### src/rtl/mips_pkg.sv
// ----------------------------------------------------------------------------
// mips_pkg
//   Encodings shared by the ID-stage ALU control decoder, the forwarding unit
//   and the EX stage.
//   - ALU_* : 3-bit alu_ctrl codes (must match the decoder bit-for-bit)
//   - FWD_* : 2-bit forwarding-mux selects (2'b11 is treated as FWD_REG)
//   - ex_ctrl_t : MEM/WB control bits carried through EX/MEM
// ----------------------------------------------------------------------------
package mips_pkg;

    localparam logic [2:0] ALU_AND = 3'b000;
    localparam logic [2:0] ALU_OR  = 3'b001;
    localparam logic [2:0] ALU_ADD = 3'b010;
    localparam logic [2:0] ALU_XOR = 3'b011;
    localparam logic [2:0] ALU_NOR = 3'b100;
    localparam logic [2:0] ALU_SLL = 3'b101;
    localparam logic [2:0] ALU_SUB = 3'b110;
    localparam logic [2:0] ALU_SLT = 3'b111;

    localparam logic [1:0] FWD_REG = 2'b00;
    localparam logic [1:0] FWD_MEM = 2'b01;
    localparam logic [1:0] FWD_WB  = 2'b10;

    typedef struct packed {
        logic reg_write;
        logic mem_read;
        logic mem_write;
        logic mem_to_reg;
        logic branch;
    } ex_ctrl_t;

endpackage

### src/rtl/alu.sv
// ----------------------------------------------------------------------------
// alu
//   Purely combinational MIPS ALU.
//   Ports:
//     a, b      in   DATA_W  operands (for sll, b is the shifted value)
//     shamt     in   5       shift amount for sll
//     alu_ctrl  in   3       operation code (mips_pkg::ALU_*)
//     result    out  DATA_W  operation result
//     zero      out  1       result == 0
// ----------------------------------------------------------------------------
module alu
    import mips_pkg::*;
#(
    parameter int DATA_W = 32
) (
    input  logic [DATA_W-1:0] a,
    input  logic [DATA_W-1:0] b,
    input  logic [4:0]        shamt,
    input  logic [2:0]        alu_ctrl,
    output logic [DATA_W-1:0] result,
    output logic              zero
);

    always_comb begin
        // NOTE: result gets a default before the case so no path leaves it
        // unassigned; a missing assignment in always_comb infers a latch.
        result = '0;
        case (alu_ctrl)
            ALU_ADD: result = a + b;
            ALU_SUB: result = a - b;
            ALU_AND: result = a & b;
            ALU_OR:  result = a | b;
            ALU_XOR: result = a ^ b;
            ALU_NOR: result = ~(a | b);
            ALU_SLL: result = b << shamt;
            ALU_SLT: result = {{(DATA_W-1){1'b0}}, ($signed(a) < $signed(b))};
            default: result = '0;
        endcase
    end

    assign zero = (result == '0);

endmodule

### src/rtl/ex_stage.sv
// ----------------------------------------------------------------------------
// ex_stage
//   Execute stage of the 5-stage MIPS pipeline: operand forwarding muxes,
//   ALU, branch-target adder and the EX/MEM pipeline register.
//   Ports:
//     clk, rst            clock, async active-high reset
//     stall, flush        EX/MEM hold / bubble insert (flush wins)
//     in_valid            ID/EX holds a real instruction
//     alu_ctrl, shamt     ALU operation and sll shift amount
//     rs_data, rt_data,   ID/EX operands and sign-extended immediate
//     imm_ext, alu_src
//     fwd_a, fwd_b,       forwarding selects and forwarded values
//     fwd_mem_data,
//     fwd_wb_data
//     pc_plus4, rd_dst    PC+4 and destination register
//     reg_write..branch   MEM/WB control passed through
//     exm_*               registered EX/MEM outputs
// ----------------------------------------------------------------------------
module ex_stage
    import mips_pkg::*;
#(
    parameter int DATA_W = 32,
    parameter int REG_AW = 5
) (
    input  logic              clk,
    input  logic              rst,
    input  logic              stall,
    input  logic              flush,
    input  logic              in_valid,
    input  logic [2:0]        alu_ctrl,
    input  logic [DATA_W-1:0] rs_data,
    input  logic [DATA_W-1:0] rt_data,
    input  logic [DATA_W-1:0] imm_ext,
    input  logic [4:0]        shamt,
    input  logic              alu_src,
    input  logic [1:0]        fwd_a,
    input  logic [1:0]        fwd_b,
    input  logic [DATA_W-1:0] fwd_mem_data,
    input  logic [DATA_W-1:0] fwd_wb_data,
    input  logic [DATA_W-1:0] pc_plus4,
    input  logic [REG_AW-1:0] rd_dst,
    input  logic              reg_write,
    input  logic              mem_read,
    input  logic              mem_write,
    input  logic              mem_to_reg,
    input  logic              branch,
    output logic              exm_valid,
    output logic [DATA_W-1:0] exm_alu_result,
    output logic              exm_zero,
    output logic [DATA_W-1:0] exm_branch_tgt,
    output logic [DATA_W-1:0] exm_store_data,
    output logic [REG_AW-1:0] exm_rd,
    output logic              exm_reg_write,
    output logic              exm_mem_read,
    output logic              exm_mem_write,
    output logic              exm_mem_to_reg,
    output logic              exm_branch
);

    // Select 2'b11 falls into the default arm and so behaves like FWD_REG.
    function automatic logic [DATA_W-1:0] fwd_mux(
        input logic [1:0]        sel,
        input logic [DATA_W-1:0] reg_v,
        input logic [DATA_W-1:0] mem_v,
        input logic [DATA_W-1:0] wb_v
    );
        case (sel)
            FWD_MEM: return mem_v;
            FWD_WB:  return wb_v;
            default: return reg_v;
        endcase
    endfunction

    logic [DATA_W-1:0] w_op_a;
    logic [DATA_W-1:0] w_op_bf;
    logic [DATA_W-1:0] w_op_b;
    logic [DATA_W-1:0] w_alu_b;
    logic [DATA_W-1:0] w_alu_result;
    logic              w_alu_zero;
    logic [DATA_W-1:0] w_branch_tgt;
    ex_ctrl_t          w_ctrl_in;

    assign w_op_a  = fwd_mux(fwd_a, rs_data, fwd_mem_data, fwd_wb_data);
    assign w_op_bf = fwd_mux(fwd_b, rt_data, fwd_mem_data, fwd_wb_data);
    assign w_op_b  = alu_src ? imm_ext : w_op_bf;

    // sll always shifts the forwarded rt value, independent of alu_src.
    assign w_alu_b = (alu_ctrl == ALU_SLL) ? w_op_bf : w_op_b;

    assign w_branch_tgt = pc_plus4 + (imm_ext << 2);
    assign w_ctrl_in    = {reg_write, mem_read, mem_write, mem_to_reg, branch};

    alu #(
        .DATA_W (DATA_W)
    ) u_alu (
        .a        (w_op_a),
        .b        (w_alu_b),
        .shamt    (shamt),
        .alu_ctrl (alu_ctrl),
        .result   (w_alu_result),
        .zero     (w_alu_zero)
    );

    // ------------------------------------------------------------------------
    // EX/MEM register: rst > flush > stall > load
    // ------------------------------------------------------------------------
    logic              r_valid;
    logic [DATA_W-1:0] r_alu_result;
    logic              r_zero;
    logic [DATA_W-1:0] r_branch_tgt;
    logic [DATA_W-1:0] r_store_data;
    logic [REG_AW-1:0] r_rd;
    ex_ctrl_t          r_ctrl;

    // NOTE: sequential state uses non-blocking assignments so every register
    // samples pre-edge values regardless of statement order.
    always_ff @(posedge clk or posedge rst) begin
        if (rst) begin
            r_valid      <= 1'b0;
            r_alu_result <= '0;
            r_zero       <= 1'b0;
            r_branch_tgt <= '0;
            r_store_data <= '0;
            r_rd         <= '0;
            r_ctrl       <= '0;
        end else if (flush) begin
            r_valid      <= 1'b0;
            r_alu_result <= '0;
            r_zero       <= 1'b0;
            r_branch_tgt <= '0;
            r_store_data <= '0;
            r_rd         <= '0;
            r_ctrl       <= '0;
        end else if (!stall) begin
            r_valid      <= in_valid;
            r_alu_result <= w_alu_result;
            r_zero       <= w_alu_zero;
            r_branch_tgt <= w_branch_tgt;
            r_store_data <= w_op_bf;
            r_rd         <= rd_dst;
            // A bubble must never carry a live write-enable into MEM/WB.
            r_ctrl       <= in_valid ? w_ctrl_in : '0;
        end
    end

    assign exm_valid      = r_valid;
    assign exm_alu_result = r_alu_result;
    assign exm_zero       = r_zero;
    assign exm_branch_tgt = r_branch_tgt;
    assign exm_store_data = r_store_data;
    assign exm_rd         = r_rd;
    assign exm_reg_write  = r_ctrl.reg_write;
    assign exm_mem_read   = r_ctrl.mem_read;
    assign exm_mem_write  = r_ctrl.mem_write;
    assign exm_mem_to_reg = r_ctrl.mem_to_reg;
    assign exm_branch     = r_ctrl.branch;

endmodule

### config.mk
export PLATFORM = sky130hd
export DESIGN_NAME = ex_stage
export DESIGN_NICKNAME = d
export VERILOG_FILES = /design/src/rtl/mips_pkg.sv /design/src/rtl/alu.sv /design/src/rtl/ex_stage.sv
export SDC_FILE = /design/constraint.sdc
export NUM_CORES = 1
export LEC_CHECK = 0
export CORE_MARGIN = 10
export CORE_UTILIZATION = 25
export DETAILED_ROUTE_END_ITERATION = 8
export GPL_TIMING_DRIVEN = 1
export PLACE_DENSITY = 0.5
export SETUP_SLACK_MARGIN = 0.3
export SLEW_MARGIN = 10
export SYNTH_ARGS = -nofsm -noshare
export SYNTH_HDL_FRONTEND = slang
export SYNTH_HIERARCHICAL = 1
export SYNTH_SLANG_ARGS = --single-unit
### constraint.sdc
create_clock -name clk -period 3.6 [get_ports clk]
set_clock_uncertainty 0.15 [all_clocks]
set_input_delay 0.54 -clock clk [delete_from_list [all_inputs] [get_ports clk]]
set_output_delay 0.54 -clock clk [all_outputs]
set_load 0.03 [all_outputs]
==> impl_metrics.tcl, run 1 <==
set metrics [dict create \
    status "finished, violations left" \
    violations "setup timing" \
    rsz0062_at_grt "true" \
    ys_seq_area_share_pct 17.8 \
    place_congestion 0.989 \
    post-route-period-util_pct 137 \
    async_flop_share_pct 100 \
    power_switching_w 0.00422 \
    boundaryPins 328 \
    synth_cell_types 98 \
    path_max_fanout 8 \
    fill_cells 5942 \
    die_area_um2 71100 \
    num_rows 90 \
    cts.sinks 108 \
    route.detailed.drc 0 \
    ant_nets 0 \
    die_w_um 267 \
    seqCellArea_um2 2700 \
    p_int_w 0.00525 \
    cp.required_ns 3.80 \
    htreeDepth 3 \
    timing.hold.ws_ns 0.150 \
    yosys.area.top_type_share_pct 17.8 \
    leakage_nw 12.3 \
    dr.first_iter.drc_count 1753 \
    num-nets-final 3442 \
    drt-vias-per-instance 5.27 \
    reg2reg_depth 2 \
    vdd_drop_max_v 0.000260 \
    first_global_vias 20545 \
    period_minus_slack_ns 4.93 \
    cts_buffer_depth 2 \
    grt_start_max_net_pins 73 \
    cp-start-kind "input pin" \
    multi_input_area_um2 13600 \
    wirelength_um 88200 \
    whs_path_depth 2 \
    area_growth_pct 84.9 \
    cts_tree "done" \
    clk_pin_slew_worst_paths_ns 0.10 \
    end_kind "flop" \
    tightest_slew_ns 0.868 \
    coreArea_um2 60200 \
    netlist_instances 2102 \
    numCtsBuffers 9 \
    ys.warnings.count 6 \
    path_class "in2reg" \
    holdCritPathClass "in2reg" \
    p_comb_share_pct 73.3 \
    hpwlAfterDp_um 69900 \
    drive_gt1_share_pct 39.0 \
    switching_share_pct 44.6 \
    drv_slew 0 \
    setup_slack_ns -1.33 \
    synthTopCellsByArea "dfrtp_1 18%, ha_1 11%, a21oi_1 6.9%" \
    finalHoldViolCount 0 \
    cap_viol_max_count 0 \
    synth_most_common_cell "nor2_1" \
    power.density_nw_per_um2 337 \
    p_clk_share_pct 12.2 \
    worst-endpoint-arrival_ns 5.12 \
    dp_cells 3708 \
    ys_ff_latch 108 \
    first_pass_iters 6 \
    syn-cell-area_um2 15200 \
    initial_utilization_pct 25.2 \
    clk-insertion-delay-late_ns 0.41 \
    finalSetupViolCount 28 \
    grt_pass1_wl_um 131000 \
    io_buffers 327 \
    synth_commonest_cells "272 x nor2_1, 210 x a21oi_1, 209 x nand2_1" \
    vias 20441 \
    clock-root-buffer "clkbuf_16" \
    ys_dominant_reg_cell "dfrtp_1" \
    hold_buffers 0 \
    synthesis.nets 2454 \
    die_y_um 267 \
    max_freq_mhz 203 \
    grtUsageTotal_pct 24.0 \
    antenna_found_initial 13 \
    synth_top_area_cell "dfrtp_1" \
    relSlewSlack_pct 42.0 \
    grt-ovfl-total 0 \
    layoutNonFillerInstCount 3880 \
    syn-mean-instance-area_um2 7.23 \
    synth_edf_count 0 \
    p_seq_share_pct 14.6 \
    wl_per_cell_um 22.7 \
]
## worst paths after layout
kind / to / from / slack (ns)
worst max-delay path: exm_zero / fwd_b[0] / -1.33
max in group asynchronous: exm_branch_tgt[16] / rst / 2.08
min in group asynchronous: exm_store_data[30] / rst / 0.48
worst max register to register: exm_store_data[6] / exm_store_data[6] / 2.60
worst min register to register: exm_branch_tgt[23] / exm_branch_tgt[23] / 0.37
worst min-delay path: exm_valid / flush / 0.15
## worst max-delay path, stage by stage
cell and delay, ns:
buf_6 0.08, buf_6 0.11, inv_12 0.03, ha_4 0.20, buf_4 0.15, a22oi_2 0.23, nor2_4 0.05, a21oi_2 0.14
o21ai_2 0.10, inv_1 0.12, ha_1 0.26, nor2_1 0.10, a2111o_1 0.49, buf_6 0.17, a2111oi_4 0.33, buf_4 0.20
a311oi_4 0.10, buf_6 0.15, o21ai_4 0.22, buf_6 0.13, buf_6 0.08, o2111a_1 0.19, o21bai_1 0.09, nor4_2 0.28
nand4b_1 0.14, nor4_2 0.17, mux2i_1 0.11, nor2_1 0.13
## cell families (layout without fill, tap and decap cells)
| group | after synthesis | count (layout) | share of synthesized area (%) |
|---|---|---|---|
| compound gates | 733 | 733 | 31.4 |
| flops | 108 | 108 | 17.8 |
| xor+xnor | 29 | 29 | 1.67 |
| buf+inv | 266 | 1259 | 6.83 |
| fa+ha+maj | 132 | 132 | 11.0 |
| mux | 134 | 134 | 10.4 |
| other cells | 0 | 3 | 0 |
| simple gates | 700 | 700 | 20.9 |
## through the flow
stage / worst slack [ns] / setup TNS [ns] / utilization, % / area (um^2) / total power [W]
2_1_floorplan: -1.13 / -10.77 / - / 15500 / 0.00401
3_3_place_gp: -2.71 / -50.40 / 40.0 / 24100 / 0.00686
3_5_place_dp: -2.75 / -51.25 / 40.0 / 24100 / 0.00688
4_1_cts: -1.25 / -17.23 / 44.6 / 26800 / 0.00892
5_1_grt: -1.59 / -25.17 / 46.6 / 28100 / 0.00999
6_report: -1.33 / -21.04 / 46.6 / 28100 / 0.00948
## power by group through the flow
stage	clock network, W	registers [W]	logic [W]
finish	0.00115	0.00138	0.00694
global route	0.00121	0.00140	0.00738
CTS	0.00118	0.00138	0.00635
detailed placement	0	0.00141	0.00547
global placement	0	0.00140	0.00546
floorplan	0	0.00161	0.00240
## what timing repair did
item / in CTS / in global routing
setup endpoints to repair: 36 / 43
gates cloned: 4 / 0
resized for setup: 391 / 190
pin swaps: 109 / 128
setup buffers: 104 / 45
## area by class of cell
cell class              instances  share of cell area [%]
repair buffers               1129                    35.8
flip-flops and latches        108                    9.62
multi-input cells            1728                    48.4
well taps                     782                    3.48
inverters                     114                    1.58
diodes                          3                  0.0267
clock buffers                  10                   0.815
clock inverters                 6                   0.240
## routing by layer
metal	track usage, %	vias to the layer above	part of all wire [%]
met4	6.34	18	2.7
met2	39.2	701	46
met1	31.7	9900	44
met3	4.68	132	7.0
li1	-	9690	-
met5	0	-	0.14
## cell usage in the layout (no fill, tap or decap), types with 10 or more instances in the layout
cell,count
o21ai_2,40
buf_6,114
nor2_2,12
nand3_1,24
nand2b_1,21
mux2i_1,98
o21ai_0,76
o31ai_1,10
buf_4,664
xnor2_1,26
o21ai_4,17
a21oi_2,44
ha_4,34
nor3_1,29
a21oi_4,13
nor4_1,13
nor2b_1,20
clkdlybuf4s50_1,306
nand2_1,203
nand4_1,14
a31oi_1,15
a21oi_1,155
a211oi_1,20
dfrtp_1,108
ha_1,87
a22oi_1,76
mux2_2,11
buf_12,20
o211ai_1,23
inv_1,88
a21o_1,23
mux4_2,18
nor2_1,251
o21a_1,11
inv_2,22
o21ai_1,34
(Power assumes the default switching activity.)
==> run 2, diff against run 1 <==
Settings changed: ABC_CLOCK_PERIOD_IN_PS set to 3600.
==> results of run 2 <==
No change in the layout: final DEF, timing and power equal those of run 1.
